File: src/rtl/scroll_seq.sv
// Scrolling-runner sequencer: frame timing from vsync, debounced start button,
// IDLE/RUN/OVER game flow, background scroll offset, speed ramp and score.
module scroll_seq #(
  parameter int unsigned SPEED_MIN   = 1,
  parameter int unsigned SPEED_MAX   = 4,
  parameter int unsigned RAMP_FRAMES = 512,
  parameter int unsigned HOLD_FRAMES = 60
) (
  input  logic        clk,
  input  logic        rst_n,
  input  logic        vsync,
  input  logic        btn,
  input  logic        collision,
  output logic        start,
  output logic        game_over,
  output logic [9:0]  scroll_offset,
  output logic [2:0]  speed,
  output logic        star_phase,
  output logic [13:0] score
);

  localparam int unsigned RAMP_W = (RAMP_FRAMES > 2) ? $clog2(RAMP_FRAMES) : 1;
  localparam int unsigned HOLD_W = (HOLD_FRAMES > 0) ? $clog2(HOLD_FRAMES + 1) : 1;

  localparam logic [1:0]  S_IDLE = 2'd0;
  localparam logic [1:0]  S_RUN  = 2'd1;
  localparam logic [1:0]  S_OVER = 2'd2;

  localparam logic [13:0] SCORE_MAX = 14'd9999;

  logic              vs_meta, vs_sync, vs_prev;
  logic              btn_meta, btn_sync;
  logic [1:0]        btn_hist;
  logic              frame_tick_c;
  logic              btn_press_c;

  logic [1:0]        state, state_nxt;
  logic              start_nxt, game_over_nxt;
  logic [9:0]        offset_nxt;
  logic [2:0]        speed_nxt;
  logic              star_nxt;
  logic [13:0]       score_nxt;
  logic [RAMP_W-1:0] ramp_cnt, ramp_nxt;
  logic [HOLD_W-1:0] hold_cnt, hold_nxt;

  // Input synchronisers; button history advances once per frame (bit 0 newest)
  always_ff @(posedge clk or negedge rst_n) begin
    if (!rst_n) begin
      vs_meta  <= 1'b0;
      vs_sync  <= 1'b0;
      vs_prev  <= 1'b0;
      btn_meta <= 1'b0;
      btn_sync <= 1'b0;
      btn_hist <= 2'b00;
    end else begin
      vs_meta  <= vsync;
      vs_sync  <= vs_meta;
      vs_prev  <= vs_sync;
      btn_meta <= btn;
      btn_sync <= btn_meta;
      if (frame_tick_c) begin
        btn_hist <= {btn_hist[0], btn_sync};
      end
    end
  end

  assign frame_tick_c = vs_sync & ~vs_prev;
  // Press = low, high, high on three consecutive frame samples
  assign btn_press_c  = frame_tick_c & btn_sync & btn_hist[0] & ~btn_hist[1];

  // State and datapath registers
  always_ff @(posedge clk or negedge rst_n) begin
    if (!rst_n) begin
      state         <= S_IDLE;
      start         <= 1'b0;
      game_over     <= 1'b0;
      scroll_offset <= 10'd0;
      speed         <= 3'(SPEED_MIN);
      star_phase    <= 1'b0;
      score         <= 14'd0;
      ramp_cnt      <= '0;
      hold_cnt      <= '0;
    end else begin
      state         <= state_nxt;
      start         <= start_nxt;
      game_over     <= game_over_nxt;
      scroll_offset <= offset_nxt;
      speed         <= speed_nxt;
      star_phase    <= star_nxt;
      score         <= score_nxt;
      ramp_cnt      <= ramp_nxt;
      hold_cnt      <= hold_nxt;
    end
  end

  // Next-state and datapath update
  always_comb begin
    state_nxt  = state;
    offset_nxt = scroll_offset;
    speed_nxt  = speed;
    score_nxt  = score;
    ramp_nxt   = ramp_cnt;
    hold_nxt   = hold_cnt;
    star_nxt   = star_phase ^ frame_tick_c;

    case (state)
      S_IDLE: begin
        if (btn_press_c) begin
          state_nxt  = S_RUN;
          offset_nxt = 10'd0;
          score_nxt  = 14'd0;
          speed_nxt  = 3'(SPEED_MIN);
          ramp_nxt   = '0;
        end
      end
      S_RUN: begin
        // Collision wins over a coincident frame update
        if (collision) begin
          state_nxt = S_OVER;
          hold_nxt  = '0;
        end else if (frame_tick_c) begin
          offset_nxt = scroll_offset + 10'(speed);
          score_nxt  = (score >= SCORE_MAX) ? score : score + 14'd1;
          if (ramp_cnt == RAMP_W'(RAMP_FRAMES - 1)) begin
            ramp_nxt  = '0;
            speed_nxt = (speed >= 3'(SPEED_MAX)) ? speed : speed + 3'd1;
          end else begin
            ramp_nxt = ramp_cnt + RAMP_W'(1);
          end
        end
      end
      S_OVER: begin
        if (frame_tick_c) begin
          if (btn_press_c && (hold_cnt == HOLD_W'(HOLD_FRAMES))) begin
            state_nxt = S_IDLE;
          end else if (hold_cnt != HOLD_W'(HOLD_FRAMES)) begin
            hold_nxt = hold_cnt + HOLD_W'(1);
          end
        end
      end
      default: begin
        state_nxt = S_IDLE;
      end
    endcase

    start_nxt     = (state_nxt == S_RUN);
    game_over_nxt = (state_nxt == S_OVER);
  end

endmodule

File: config.mk
export PLATFORM = sky130hd
export DESIGN_NAME = scroll_seq
export DESIGN_NICKNAME = d
export VERILOG_FILES = /design/src/rtl/scroll_seq.sv
export SDC_FILE = /design/constraint.sdc
export NUM_CORES = 1
export LEC_CHECK = 0
export CORE_MARGIN = 1
export CORE_UTILIZATION = 35
export DETAILED_ROUTE_END_ITERATION = 8
export SKIP_LAST_GASP = 1
export SYNTH_ARGS = -nofsm -noshare
export SYNTH_HDL_FRONTEND = slang
export SYNTH_SLANG_ARGS = --single-unit
File: constraint.sdc
create_clock -name clk -period 3 [get_ports clk]
set_input_delay 0.45 -clock clk [delete_from_list [all_inputs] [get_ports clk]]
set_output_delay 0.45 -clock clk [all_outputs]
set_load 0.01 [all_outputs]
Word level (Yosys, flattened, before mapping) --
Index checks and enable logic that the tools add are counted.
Storage, ports and cells: register bits 54, input bits 5, output and inout port bits 30, logic and storage cells 84
Cells by class: add/sub/neg operators 5, magnitude comparators 2, eq/ne operators 17, mux-type cells 30, bitwise operators 7, reductions and logical operators 8
Operators by type and width (number):
- $mux 14 | 4
- $mux 9 | 4
- $mux 10 | 3
- $pmux 14 s2 | 1
- $mux 6 | 4
- $ne 2x2->1 const B | 10
- $pmux 10 s2 | 1
- $pmux 9 s2 | 1
- $mux 3 | 5
- $add 14x1->14 const B | 1
- $ge 14x14->1 const B | 1
- $pmux 6 s2 | 1
- $add 10x3->10 | 1
- $reduce_and 5->1 | 2
- $add 9x1->9 const B | 1
- $eq 9x9->1 const B | 1
- $mux 2 | 4
- $add 6x1->6 const B | 1
- $eq 6x6->1 const B | 1
- $ne 6x6->1 const B | 1
- $pmux 2 s3 | 1
- $pmux 3 s2 | 1
- $reduce_and 6->1 | 1
- $and 1x1->1 | 4
- other kinds (10) | 14

Longest topological paths before layout --
word-level depth 10, depth in mapped cells 10, depth with buffers taken out 10

Worst setup path after synthesis --
No wires, ideal clock.
kind register to register, from register vs_prev, to register score[10], setup time 0.120 ns, arrival time 1.801 ns, required time 2.880 ns, slack 1.079 ns, stages on the path, launching flop included 8, path buffers 2, clock period less this slack 1.921 ns, cells stage by stage dfrtp_1 nand3b_1 or4_1 buf_4 buf_6 a211oi_2 a21oi_1 a31o_1
On the way: longest elaborated chain between the ends 7, elaborated cells on any way between the ends 8, those cells by class eq/ne (2); bitwise (5); reduce/logical (1)
RTL lines:
- from (decl) | RTL line 31 | logic vs_meta, vs_sync, vs_prev;
- from (signal assigned) | RTL line 58 | vs_prev <= vs_sync;
- $not 1->1 (*) | RTL line 67 | assign frame_tick_c = vs_sync & ~vs_prev;
- $and 1x1->1 (*) | RTL line 67
- $and 1x1->1 (3 in a row) | RTL line 69 | assign btn_press_c = frame_tick_c & btn_sync & btn_hist[0] & ~btn_hist[1];
- $ne 2x2->1 (no source line)
- $reduce_and 5->1 (no source line) (*)
- to (signal assigned) | RTL line 90 | score <= score_nxt;
- to (decl) | RTL line 19 | output logic [13:0] score
Every way passes the cells marked *; elsewhere a longest branch is shown, timed or not. A chain may end at the register's enable or synchronous reset.

Final worst setup path --
from register vs_prev, to register scroll_offset[9]
On the way: longest elaborated chain between the ends 7, elaborated cells on any way between the ends 8, those cells by class eq/ne (2); bitwise (5); reduce/logical (1)
RTL lines:
- $not 1->1 (*) | RTL line 67
- $and 1x1->1 (*) | RTL line 67
- $and 1x1->1 (3 in a row) | RTL line 69
- $ne 2x2->1 (no source line)
- $reduce_and 4->1 (no source line) (*)
- to (signal assigned) | RTL line 87 | scroll_offset <= offset_nxt;
- to (decl) | RTL line 16 | output logic [9:0] scroll_offset,
Marks and branches as above.

==> qor.txt <==
TritonCTS clock tree: built
DIE AREA: 0.00838 mm²
M1 WL: 2710 µm
worst path cell trace: nand3b_1 -> or4_1 -> buf_4 -> a211oi_2 -> xnor2_1 -> nor2_1
slowest stage delay, CP: 0.87 ns
syn nets: 281
Yosys top cell by area: dfrtp_1
All-Layer GR Usage: 14.5%
Wirelength per Cell: 13.8 µm
PostCTS Resize Cnt: 0
part of the Yosys area used for sequential elements: 48.2%
clk sink count: 54
kind of critical path: flip-flop to flip-flop
die span in y: 91.5 µm
Pwr Density: 742 mW/mm²
post-synth top area share: 47.3%
die width: 91.5 µm
Max Fclk: 428 MHz
Final Cycle Share: 77.8%
Starting Density: 36.3%
core box area: 0.00773 mm²
CP bufs+invs: 1
metal3 WL: 172 µm
GR Overflow Total: 0
Num CTS Buffers: 5
commonest cells after routing, fill and taps aside: 53 x dfrtp_1, 33 x nor2_1, 33 x clkdlybuf4s50_1, 25 x nand2_1, 18 x xnor2_1
Fin Clk Skew: 0.00373 ns
number of diodes: 0
synthesized area per cell: 10.5 µm²
Post-Synthesis Cells: 266
Nets: 319
non-filler instance count after layout: 407
Vias: 2097
Leakage: 1.39 nW
Final Routed Wirelength: 5610 µm
Rows: 32
VDD IR max: 205 µV
status: finished, final reports clean
finished layout cell area: 0.00337 mm²
Final setup viols: 0
DR iter-0 viols: 90
Area Overhead vs Synth: 20.1%
critical path startpoint: vs_prev$_DFF_PN0_
Slowest-stage cell, CP: or4_1
RR Startpoint: vs_prev$_DFF_PN0_
library cells used by synthesis: 51
Hold Crit Class: primary input to async pin
top cells by area, synth: dfrtp_1 47%, xnor2_1 5.6%, nor2_1 4.4%, a211oi_2 4.0%, ha_1 4.0%
final-report hold violation count: 0
Final WS setup: 0.665 ns
RSZ-0062 raised after global routing: false
Skew-Pair Late Insertion Delay: 0.30 ns
Post-synth top flop: dfrtp_1
First-pass DRT Iterations: 4
most common cell after layout, fill and taps aside: dfrtp_1
Placed Cells: 399
Post-Syn Area: 0.00281 mm²
Fin Hold WS: 0.271 ns
Final min period: 2.34 ns
Synth Register Bits: 54
cts hold-fix bufs: 0
worst slew pin tran: 0.798 ns
flop2flop setup slack: 0.66 ns
half-perimeter wire length after detailed placement: 3950 µm
vias per inst: 5.15
wire length on met2: 2630 µm
CTS Root Cell: clkbuf_8
postcts setup bufs: 0
EDFF count, synth: 0
placed inst area: 0.00326 mm²
# DRC: 0
Overall Power: 2.50 mW
FFs w/ async S/R, synth: 100%
startpoint types: flip-flop
DR top layer: met4
largest net degree at the start of global routing: 55
pre-CTS setup slack: 0.620 ns
setup TNS: 0 ns
final design utilization: 43.6%
fraction of layout cells with a size suffix above 1: 12.1%
Worst path depth: 6
GP Congestion: 0.782
Final Max Tran Viols: 0
IO Pins: 35
Port Buffers: 34
Worst slew margin: 46.6%
Critical Path Fanout Max: 14
maximum clock path buffer count: 2
clock-pin slew on the worst setup and hold paths: 0.09 ns
H-tree levels: 2
crit path DAT: 2.53 ns
crit path capture type: flip-flop
initial antenna violation count: 0
max-cap violation count: 0
Worst Path Required: 3.19 ns
FF-to-FF path depth: 6
vias in the first global route: 2087
Critical Path End: scroll_offset[9]$_DFFE_PN0P_
yosys warns: 0
RR Endpoint: scroll_offset[9]$_DFFE_PN0P_
CP delay by family, top: simple AND/OR/NAND/NOR gates
first-pass GRT wire length: 9790 µm
DRT antenna net count: 0
[flip-flops by register name, summed over array words and instances (netlist names), 2 cells and up]
register,flops
score,14
btn_hist,2
state,2
ramp_cnt,9
hold_cnt,6
scroll_offset,10
speed,3
[worst min path at each step]
stage | start | endpoint | slack (ns) | cells past startpoint
detailed placement | vs_meta$_DFF_PN0_ | vs_sync$_DFF_PN0_ | 0.33 | 0
CTS | rst_n | score[12]$_DFFE_PN0P_ | 0.29 | 2
global route | rst_n | score[4]$_DFFE_PN0P_ | 0.32 | 2
global placement | vs_meta$_DFF_PN0_ | vs_sync$_DFF_PN0_ | 0.33 | 0
floorplan | rst_n | btn_hist[0]$_DFFE_PN0N_ | 0.15 | 0
finish | rst_n | score[4]$_DFFE_PN0P_ | 0.27 | 2
[power by group]
part,leakage [nW],internal [mW],total (mW),switching (mW)
Clock,0.0524,0.250,0.478,0.228
Combinational,0.649,0.476,0.823,0.347
Sequential,0.694,0.940,1.20,0.258
Total,1.39,1.67,2.50,0.833
[cell type report]
type                       instances  area, µm²
sequential                        54       1350
clock inverter                     1       30.0
clock buffer                       7       76.3
timing repair buffer              40        380
fill                             745       4360
tap                              102        128
inverter                           6       22.5
multi-input combinational        197       1380
[cells in the mapped netlist (2+ instances only)]
master / instances
o21bai_1: 2
o21ai_0: 8
dfrtp_1: 53
buf_6: 2
or4_1: 2
mux2_2: 2
xnor2_1: 18
buf_4: 2
a21oi_1: 4
a211oi_2: 9
a21o_1: 2
clkbuf_1: 3
a31o_1: 2
and3_1: 9
xor2_1: 6
nand3_1: 9
buf_1: 2
and4_1: 2
nand2_1: 25
o21a_1: 2
a22o_1: 4
a31oi_1: 2
nor2_1: 33
o21ai_1: 9
nand2b_1: 6
a2111oi_2: 5
ha_1: 9
nand4_1: 4
inv_1: 6
nor4_1: 2
nor3_1: 2
[routing by layer]
| metal | global-route usage, % | up-vias |
|---|---|---|
| li1 | - | 1028 |
| met1 | 18.5 | 1029 |
| met2 | 24.4 | 33 |
| met3 | 3.10 | 7 |
| met4 | 4.76 | 0 |
| met5 | 0 | - |
[logic make-up after synthesis]
family / count (synthesis) / share of synthesized area, %
AO/OA/AOI/OAI: 58 / 17.4
XOR/XNOR: 24 / 7.49
adder cells (fa/ha/maj): 10 / 4.73
buffers and inverters: 15 / 2.81
flip-flops: 54 / 48.2
multiplexers: 3 / 1.16
AND/OR/NAND/NOR: 102 / 18.2
[worst register-to-register path: stages, from the launching register on]
cell and delay (ns):
dfrtp_1 0.39, nand3b_1 0.23, or4_1 0.87, buf_4 0.34, a211oi_2 0.21, xnor2_1 0.14, nor2_1 0.05
Note: power is estimated with default switching activity, not from simulation.
